[src/rtl/pipe_adder_nb_pkg.sv]
// Shared definitions for the pipelined add/subtract unit: slice width default,
// add/sub mode encoding and the stage-count helper.
package pipe_adder_nb_pkg;

  localparam int SLICE_DEFAULT = 4;

  typedef enum logic {
    MODE_ADD = 1'b0,
    MODE_SUB = 1'b1
  } add_mode_e;

  function automatic int num_stages(input int width, input int slice);
    return width / slice;
  endfunction

endpackage

[src/rtl/pipe_adder_nb_if.sv]
// Operand/result streaming bus for pipe_adder_nb. The master drives operands
// and consumes results; the slave is the adder.
interface pipe_adder_nb_if #(
  parameter int WIDTH = 16
) ();

  logic             in_valid;
  logic             in_ready;
  logic [WIDTH-1:0] a;
  logic [WIDTH-1:0] b;
  logic             cin;
  logic             sub;
  logic             out_valid;
  logic             out_ready;
  logic [WIDTH-1:0] sum;
  logic             cout;
  logic             ovf;

  modport master (
    output in_valid, a, b, cin, sub, out_ready,
    input  in_ready, out_valid, sum, cout, ovf
  );

  modport slave (
    input  in_valid, a, b, cin, sub, out_ready,
    output in_ready, out_valid, sum, cout, ovf
  );

endinterface

[src/rtl/pipe_adder_nb_slice.sv]
// Combinational SLICE-bit ripple adder; also exposes the carry into its MSB so
// the top slice can derive signed overflow.
module pipe_adder_slice
  import pipe_adder_nb_pkg::*;
#(
  parameter int SLICE = SLICE_DEFAULT
) (
  input  logic [SLICE-1:0] a,
  input  logic [SLICE-1:0] b,
  input  logic             cin,
  output logic [SLICE-1:0] s,
  output logic             cout,
  output logic             cmsb
);

  logic c;

  always_comb begin
    c    = cin;
    cmsb = 1'b0;
    s    = '0;
    for (int i = 0; i < SLICE; i++) begin
      if (i == SLICE - 1) cmsb = c;
      s[i] = a[i] ^ b[i] ^ c;
      c    = (a[i] & b[i]) | (c & (a[i] ^ b[i]));
    end
    cout = c;
  end

endmodule

[src/rtl/pipe_adder_nb.sv]
// Pipelined WIDTH-bit add/subtract unit: one SLICE-bit ripple slice per stage,
// carry registered between stages, valid/ready streaming with full-pipe stall.
module pipe_adder_nb
  import pipe_adder_nb_pkg::*;
#(
  parameter int WIDTH = 16,
  parameter int SLICE = SLICE_DEFAULT
) (
  input logic            clk,
  input logic            rst_n,
  pipe_adder_nb_if.slave bus
);

  localparam int STAGES = num_stages(WIDTH, SLICE);

  logic             en;
  logic [WIDTH-1:0] b_eff;
  logic             c_first;

  logic             out_valid_q;
  logic [WIDTH-1:0] sum_q;
  logic             cout_q;
  logic             ovf_q;

  // The whole pipe advances together; a stalled output freezes every stage.
  assign en            = !out_valid_q || bus.out_ready;
  assign bus.in_ready  = en;
  assign bus.out_valid = out_valid_q;
  assign bus.sum       = sum_q;
  assign bus.cout      = cout_q;
  assign bus.ovf       = ovf_q;

  assign b_eff   = (bus.sub == MODE_SUB) ? ~bus.b : bus.b;
  assign c_first = (bus.sub == MODE_SUB) ? 1'b1 : bus.cin;

  // Stage k holds the finished low slices plus the operand slices still to add.
  for (genvar k = 0; k < STAGES - 1; k++) begin : g_st
    localparam int PW = (k + 1) * SLICE;
    localparam int RW = WIDTH - PW;

    logic [SLICE-1:0] op_a;
    logic [SLICE-1:0] op_b;
    logic [SLICE-1:0] s_slice;
    logic [RW-1:0]    up_a;
    logic [RW-1:0]    up_b;
    logic [PW-1:0]    s_next;
    logic             c_in;
    logic             v_in;
    logic             c_out;
    logic             cm_unused;

    logic [RW-1:0]    a_q;
    logic [RW-1:0]    b_q;
    logic [PW-1:0]    s_q;
    logic             c_q;
    logic             v_q;

    if (k == 0) begin : g_src
      assign op_a   = bus.a[SLICE-1:0];
      assign op_b   = b_eff[SLICE-1:0];
      assign up_a   = bus.a[WIDTH-1:SLICE];
      assign up_b   = b_eff[WIDTH-1:SLICE];
      assign c_in   = c_first;
      assign v_in   = bus.in_valid;
      assign s_next = s_slice;
    end else begin : g_src
      localparam int PRW = RW + SLICE;
      assign op_a   = g_st[k-1].a_q[SLICE-1:0];
      assign op_b   = g_st[k-1].b_q[SLICE-1:0];
      assign up_a   = g_st[k-1].a_q[PRW-1:SLICE];
      assign up_b   = g_st[k-1].b_q[PRW-1:SLICE];
      assign c_in   = g_st[k-1].c_q;
      assign v_in   = g_st[k-1].v_q;
      assign s_next = {s_slice, g_st[k-1].s_q};
    end

    pipe_adder_slice #(.SLICE(SLICE)) u_slice (
      .a    (op_a),
      .b    (op_b),
      .cin  (c_in),
      .s    (s_slice),
      .cout (c_out),
      .cmsb (cm_unused)
    );

    always_ff @(posedge clk or negedge rst_n) begin
      if (!rst_n) begin
        a_q <= '0;
        b_q <= '0;
        s_q <= '0;
        c_q <= 1'b0;
        v_q <= 1'b0;
      end else if (en) begin
        a_q <= up_a;
        b_q <= up_b;
        s_q <= s_next;
        c_q <= c_out;
        v_q <= v_in;
      end
    end
  end

  logic [SLICE-1:0] l_a;
  logic [SLICE-1:0] l_b;
  logic [SLICE-1:0] l_s;
  logic [WIDTH-1:0] l_sum;
  logic             l_c;
  logic             l_v;
  logic             l_cout;
  logic             l_cm;

  if (STAGES == 1) begin : g_last_src
    assign l_a   = bus.a;
    assign l_b   = b_eff;
    assign l_c   = c_first;
    assign l_v   = bus.in_valid;
    assign l_sum = l_s;
  end else begin : g_last_src
    assign l_a   = g_st[STAGES-2].a_q;
    assign l_b   = g_st[STAGES-2].b_q;
    assign l_c   = g_st[STAGES-2].c_q;
    assign l_v   = g_st[STAGES-2].v_q;
    assign l_sum = {l_s, g_st[STAGES-2].s_q};
  end

  pipe_adder_slice #(.SLICE(SLICE)) u_slice_last (
    .a    (l_a),
    .b    (l_b),
    .cin  (l_c),
    .s    (l_s),
    .cout (l_cout),
    .cmsb (l_cm)
  );

  // Result fields only load on a real beat so they hold while bubbles pass.
  always_ff @(posedge clk or negedge rst_n) begin
    if (!rst_n) begin
      out_valid_q <= 1'b0;
      sum_q       <= '0;
      cout_q      <= 1'b0;
      ovf_q       <= 1'b0;
    end else if (en) begin
      out_valid_q <= l_v;
      if (l_v) begin
        sum_q  <= l_sum;
        cout_q <= l_cout;
        ovf_q  <= l_cm ^ l_cout;
      end
    end
  end

endmodule
[src/flat_wrapper.sv]
// flat-port wrapper written by rule: the top's interface ports become plain ports
module pipe_adder_nb_flat import pipe_adder_nb_pkg::*;
#(
  parameter int WIDTH = 16,
  parameter int SLICE = SLICE_DEFAULT
)
  (clk, rst_n, bus_in_valid, bus_a, bus_b, bus_cin, bus_sub, bus_out_ready, bus_in_ready, bus_out_valid, bus_sum, bus_cout, bus_ovf);
  pipe_adder_nb_if #(.WIDTH(WIDTH)) bus_i ();
  input logic clk;
  input logic rst_n;
  input wire logic [$bits(bus_i.in_valid)-1:0] bus_in_valid;
  input wire logic [$bits(bus_i.a)-1:0] bus_a;
  input wire logic [$bits(bus_i.b)-1:0] bus_b;
  input wire logic [$bits(bus_i.cin)-1:0] bus_cin;
  input wire logic [$bits(bus_i.sub)-1:0] bus_sub;
  input wire logic [$bits(bus_i.out_ready)-1:0] bus_out_ready;
  output wire logic [$bits(bus_i.in_ready)-1:0] bus_in_ready;
  output wire logic [$bits(bus_i.out_valid)-1:0] bus_out_valid;
  output wire logic [$bits(bus_i.sum)-1:0] bus_sum;
  output wire logic [$bits(bus_i.cout)-1:0] bus_cout;
  output wire logic [$bits(bus_i.ovf)-1:0] bus_ovf;
  assign bus_i.in_valid = bus_in_valid;
  assign bus_i.a = bus_a;
  assign bus_i.b = bus_b;
  assign bus_i.cin = bus_cin;
  assign bus_i.sub = bus_sub;
  assign bus_i.out_ready = bus_out_ready;
  assign bus_in_ready = bus_i.in_ready;
  assign bus_out_valid = bus_i.out_valid;
  assign bus_sum = bus_i.sum;
  assign bus_cout = bus_i.cout;
  assign bus_ovf = bus_i.ovf;
  pipe_adder_nb #(.WIDTH(WIDTH), .SLICE(SLICE)) u_core (.clk(clk), .rst_n(rst_n), .bus(bus_i));
endmodule
[config.mk]
export PLATFORM = sky130hd
export DESIGN_NAME = pipe_adder_nb_flat
export DESIGN_NICKNAME = d
export VERILOG_FILES = /design/src/rtl/pipe_adder_nb_pkg.sv /design/src/rtl/pipe_adder_nb_if.sv /design/src/rtl/pipe_adder_nb_slice.sv /design/src/rtl/pipe_adder_nb.sv /design/src/flat_wrapper.sv
export SDC_FILE = /design/constraint.sdc
export NUM_CORES = 1
export LEC_CHECK = 0
export BUFFER_PORTS_ARGS = -buffer_cell sky130_fd_sc_hd__buf_2
export CAP_MARGIN = 20
export CORE_ASPECT_RATIO = 0.5
export CORE_MARGIN = 10
export CORE_UTILIZATION = 45
export DETAILED_ROUTE_END_ITERATION = 8
export HOLD_SLACK_MARGIN = 0.12
export PLACE_DENSITY_LB_ADDON = 0.3
export SLEW_MARGIN = 0
export SYNTH_ARGS = -nofsm -noshare
export SYNTH_HDL_FRONTEND = slang
export SYNTH_SLANG_ARGS = --single-unit
[constraint.sdc]
create_clock -name clk -period 2.3 [get_ports clk]
set_input_delay 0.23 -clock clk [delete_from_list [all_inputs] [get_ports clk]]
set_output_delay 0.23 -clock clk [all_outputs]
set_load 0.02 [all_outputs]
* Yosys cells after proc, flatten, opt, wreduce, memory -nomap -nowiden *
Index checks and enable logic that the tools add are counted.

cells by class
  bitwise logic cells = 82
  multiplexer cells = 2
  reductions and logical operators = 3

operators by type and width
  kind                count
  $xor A1 B1 Y1       33
  $and A1 B1 Y1       32
  $mux W16            1
  $not A16 Y16        1
  $or A1 B1 Y1        16
  $reduce_and A2 Y1   1
  $logic_not A1 Y1    1
  $logic_or A1 B1 Y1  1
  $mux W1             1

word-level totals
  output and inout bits = 20
  register bits after elaboration = 97
  bits of input ports = 38

* Longest topological paths before layout *
  depth after elaboration = 11
  gate-level depth with buffers = 11

* Hierarchy *
A second synthesis with hierarchy kept.

unflattened totals
  cells, all modules = 287
  area total of the unflattened synthesis = 4,478.0 um^2

modules (own cells, without submodules)
  module            instances  cells an instance  seq. area each (um^2)  area each (um^2)
  pipe_adder_nb     1          239                2,427.3                4,037.6
  pipe_adder_slice  4          12                 0.0                    110.1

* Worst setup path after synthesis *
No wires, ideal clock.

  path kind = input port to flip-flop
  start = in bus_sub
  end = reg u_core.g_st[0].s_q[3]
  buffers on the path = 2
  arrival time = 2,401 ps
  cell stages on the path = 11
  setup time = 125 ps
  slack = -225 ps
  required time = 2,175 ps
  cells stage by stage = buf_4 -> buf_4 -> xnor2_1 -> fa_1 -> inv_1 -> fa_1 -> inv_1 -> fa_1 -> inv_1 -> fa_1 -> mux2_2

between the ends
  longest elaborated chain between the ends = 9
  elaborated cells on any way between the ends = 16
  those cells by class = mux (2); bitwise (14)

RTL lines
  item                                RTL line                   text
  from (decl)                         flat_wrapper.sv:15         input wire logic [$bits(bus_i.sub)-1:0] bus_sub;
  $mux W16                            pipe_adder_nb.sv:33        assign b_eff = (bus.sub == MODE_SUB) ? ~bus.b : bus.b;
  $xor A1 B1 Y1                       pipe_adder_nb_slice.sv:25  c = (a[i] & b[i]) | (c & (a[i] ^ b[i]));
  $and A1 B1 Y1                       pipe_adder_nb_slice.sv:25
  $or A1 B1 Y1                        pipe_adder_nb_slice.sv:25
  $and A1 B1 Y1                       pipe_adder_nb_slice.sv:25
  $or A1 B1 Y1                        pipe_adder_nb_slice.sv:25
  $and A1 B1 Y1                       pipe_adder_nb_slice.sv:25
  $or A1 B1 Y1                        pipe_adder_nb_slice.sv:25
  $xor A1 B1 Y1 (*)                   pipe_adder_nb_slice.sv:24  s[i] = a[i] ^ b[i] ^ c;
  named net u_core.g_st[0].s_next[3]  pipe_adder_nb.sv:46        logic [PW-1:0] s_next;
  to (signal assigned)                pipe_adder_nb.sv:96        s_q <= s_next;
  to (decl)                           pipe_adder_nb.sv:54        logic [PW-1:0] s_q;

Mark *: on every way through the listed nets, which the timed path passes. The rest lies on a longest branch.
A chain may end at the register's enable or synchronous reset.

* Worst setup path after layout *
  start = reg u_core.g_st[2].a_q[0]
  end = reg u_core.ovf_q, in the netlist u_core.bus.ovf

between the ends
  longest elaborated chain between the ends = 10
  elaborated cells on any way between the ends = 11
  those cells by class = bitwise (11)

RTL lines
  item                    RTL line                   text
  from (decl)             pipe_adder_nb.sv:52        logic [RW-1:0] a_q;
  from (signal assigned)  pipe_adder_nb.sv:94        a_q <= up_a;
  $xor A1 B1 Y1           pipe_adder_nb_slice.sv:25
  $and A1 B1 Y1           pipe_adder_nb_slice.sv:25
  $or A1 B1 Y1 (*)        pipe_adder_nb_slice.sv:25
  $and A1 B1 Y1 (*)       pipe_adder_nb_slice.sv:25
  $or A1 B1 Y1 (*)        pipe_adder_nb_slice.sv:25
  $and A1 B1 Y1 (*)       pipe_adder_nb_slice.sv:25
  $or A1 B1 Y1 (*)        pipe_adder_nb_slice.sv:25
  $and A1 B1 Y1           pipe_adder_nb_slice.sv:25
  $or A1 B1 Y1            pipe_adder_nb_slice.sv:25
  $xor A1 B1 Y1 (*)       pipe_adder_nb.sv:147       ovf_q <= l_cm ^ l_cout;
  to (signal assigned)    pipe_adder_nb.sv:147
  to (decl)               pipe_adder_nb.sv:23        logic ovf_q;

Mark *: on every way between the ends. The rest lies on a longest branch, timed or not.

==> metrics list <==
* Status: finished clean
- In the synthesized netlist, the number of instances is 304.
- Die extent in x: 158.3 um
- In this run the remaining antenna-violating nets after routing total 0.
- Summed over all instances, the cell type with the most area after synthesis is dfrtp_1.
* Antenna violations before repair: 0
- Top Family by Delay on Critical Path: adder cells
- Of the total synthesized cell area, the portion taken by AND, OR, NAND and NOR gates is 0.03430.
- YS warnings: 0
- Of the total synthesized cell area, the portion taken by XOR and XNOR cells is 0.03459.
* Overall power consumption: slightly above 7000 uW
- At the pin with the least slew margin, the transition time is around 0.64 ns.
- The mapped netlist covers 4304 um^2.
* Detailed-route via count: about 2,400
* Clk pin slew, worst setup/hold paths: 0.06 ns
* Kind of launch point of the worst setup path: register
- Worst max-slew margin expressed relative to the limit: 0.5702
* Via count of the first global-routing pass: 2,703
- The worst hold path was traced through 2 stages.
- Final worst-path cycle share: 0.9693
- The repair_antennas step left the layout with diodes totalling 0.
- H-tree depth: 3
- STA classifies the critical path endpoint as a register.
* Max clock buf depth: 2
* Final-report setup violation count: 0
* Floorplan die area: 14,110 um^2
* Fraction of registers with async set/reset: 1.000
- Of the total synthesized cell area, the portion taken by full adders, half adders and majority gates is 0.07442.
* Highest attainable clock frequency: 448.6 MHz
* Slowest cell delay on critical path: 0.39 ns
- Data on the critical path is required at its endpoint by 2.53 ns.
* Max Transition Viols Final: 0
- CTS saw 97 sinks.
* Pleak: 0.002476 uW
* Hpwl dp: 5472 um
* Synth unique cells: 19
- The total overflow left after global routing is 0.
- In this run the count of I/O pins placed on the die edge is between 50 and 60.
- Across the run, the number of max-cap violations was 0.
- Using the TritonRoute via totals, the vias-per-cell ratio works out to 4.730.
- Primary FF master, synth: dfrtp_1
- Clock tree synthesis inserted a total of 9 buffers.
- For this design, the slowest cell found on the critical path is fa_2.
* Largest fanout of any net on the critical path: 2
* Critical setup path kind: reg2reg
* Buffer cell driving the clock tree root: clkbuf_16
- GRT Util Overall: 0.1219
- TritonCTS built the clock tree.
* Main combinational cell family by area after synthesis: multiplexers
* Setup TNS after final layout: 0 ns
* Total of flip-flops plus latches after synthesis: 97
* Number of cells traversed by the worst register-to-register path: 9
* Power per cell area: 1374 nW/um^2
* First-pass iteration count of the detailed router: 4
* Data arrival time of the critical path: 2.46 ns
- Count of nets after finishing: 432
- The routed design could run at a clock period as short as 2.229 ns.
- Sequential element share of the synthesized area: 0.5640
- Fraction of layout cells with a size suffix above 1: 0.4293
- Clk_lat worst skew: 0.34 ns
- Entering global routing, the biggest net connects slightly below 60 pins.
- In this run the standard cell core region covers around 9400 um^2.
* Complex-gate fraction of the synthesized area: 0.03488
- Final cell count without fillers: between 500 and 600
* Commonest cells in the netlist: dfrtp_1 (97), mux2_4 (37), inv_1 (29)
* Cell count along the critical path: 9
* Number of buffers added on ports: 57
- CP cell instances: fa_2, inv_1, fa_2, inv_2, fa_2, inv_2, fa_2, xnor2_1, mux2_2
- Instance count after placement with tap cells included: between 400 and 500
- Area fraction of the dominant cell type after synthesis: 0.5640
* Detailed Route Iter0 Violations: 65
* Number of placement rows: 25
- Count of endpoints failing hold in the final timing report: 0
- A synthesized cell averages 14.16 um^2.
* Buffers and inverters on the worst path: 3
- Global-route wire length before repair: approximately 13,000 um
- Most frequent cell after synthesis: dfrtp_1
- Syn Nets: 358
- Number of flops mapped to enable cells by yosys: 0
- Most Frequent Cell on Critical Path: fa_2
- Synth top area cells: dfrtp_1 (56%), mux2_4 (13%), fa_1 (7.4%), mux2_2 (6.8%), xnor2_1 (2.6%)
* Total DRC errors in the routed layout: 0
* P&R area growth vs syn: 20.38%
- Total detailed-routing wirelength: 7861 um
- Class of the worst hold path: in2reg
- Die Ht: 89.16 um
- RePlAce Congestion: 0.7683
- Setup clock skew after layout: 0.006734 ns
- Initial Utilization: 0.4587
- Share of cell area taken by muxes after synthesis: 0.2041
- Across the VDD grid, the largest voltage drop is around 470 uV.
- Average wire length per cell after detail routing: roughly 16 um
## stage by stage
step	setup slack (ns)	hold WS, ns	util	instance area, um^2
global placement	-0.04147	0.2948	0.5052	4741
CTS	0.001585	0.1487	0.5496	5157
finish	0.07067	0.1502	0.5521	5181
floorplan	-0.1034	-0.06559	-	4354
global route	-0.01162	0.1468	0.5521	5181
detailed placement	-0.09097	0.3046	0.5052	4741
## cells in the final DEF (no fill, tap or decap)
| cell type | count |
|---|---|
| dfrtp_1 | 97 |
| buf_2 | 56 |
| mux2_4 | 38 |
| mux2_2 | 25 |
| inv_1 | 22 |
| nor2_1 | 19 |
| a21oi_1 | 17 |
| dlygate4sd3_1 | 13 |
| xnor2_1 | 12 |
| nand2_1 | 12 |
| o21ai_0 | 12 |
| fa_2 | 10 |
| clkbuf_16 | 9 |
| inv_2 | 7 |
| fa_1 | 6 |
| buf_4 | 6 |
| xor2_1 | 4 |
| mux2i_1 | 3 |
| clkbuf_8 | 3 |
| clkinv_2 | 3 |
| buf_12 | 3 |
| xnor2_4 | 1 |
| nand2b_4 | 1 |
| nand2_4 | 1 |
| nand2b_1 | 1 |
| a21oi_2 | 1 |
## sequential cells by signal, indices dropped and copies added (netlist names)
name and flops:
u_core.g_st.v_q 3, u_core.g_st.a_q 24, u_core.g_st.b_q 24, u_core.g_st.s_q 24, u_core.g_st.c_q 3, u_core.bus.ovf 1, u_core.bus.sum 16, u_core.bus.out_valid 1
u_core.bus.cout 1
## cell families (layout without fill, tap and decap cells)
family | count (synthesis) | in the layout
simple gates | 34 | 34
mux | 66 | 66
flops | 97 | 97
fa+ha+maj | 16 | 16
xor+xnor | 17 | 17
buf+inv | 44 | 122
compound gates | 30 | 30
## repair_timing
action	4_1_cts	5_1_grt
resized for setup	3	10
setup endpoints to repair	1	4
hold endpoints to repair	62	0
pin swaps	0	2
hold buffers	13	0
buffers inserted	0	1
## worst reg2reg max path, stage by stage, from the launching register on
cell and delay (ns):
dfrtp_1 0.38, fa_2 0.20, inv_1 0.05, fa_2 0.39, inv_2 0.06, fa_2 0.21, inv_2 0.05, fa_2 0.38
xnor2_1 0.14, mux2_2 0.26
## routing by layer
metal | part of all wire | vias up | wire [um] | track usage
li1 | - | 1127 | - | -
met1 | 0.46 | 1205 | 3615 | 0.1541
met2 | 0.49 | 40 | 3839 | 0.1958
met3 | 0.044 | 7 | 349 | 0.04083
met4 | 0.0073 | 0 | 57 | 0.03759
met5 | 0 | - | 0 | 0
## report_power, final
part	switching, uW	internal (uW)
clock network	598	810
registers	441	2490
logic	1290	1500
total	2330	4790
## cell type report
cell class	count	area, um^2
clock buffers	12	266.5
repair buffers	78	515.5
multi-input cells	163	1697
well taps	121	151.4
flip-flops and latches	97	2427
inverters	29	108.9
fillers	785	4203
clock inverters	3	15.01
## worst paths after layout
kind / from / endpoint / slack, ns
worst max-delay path: u_core.g_st[2].a_q[0] / u_core.bus.ovf / 0.07
worst min-delay path: bus_a[15] / u_core.g_st[0].a_q[11] / 0.15
worst max register to register: u_core.g_st[2].a_q[0] / u_core.bus.ovf / 0.07
worst min register to register: u_core.g_st[1].a_q[7] / u_core.g_st[2].a_q[3] / 0.49
max in group asynchronous: rst_n / u_core.g_st[2].s_q[1] / 1.20
min in group asynchronous: rst_n / u_core.g_st[1].a_q[5] / 0.47
Note: power is estimated with default switching activity, not from simulation.
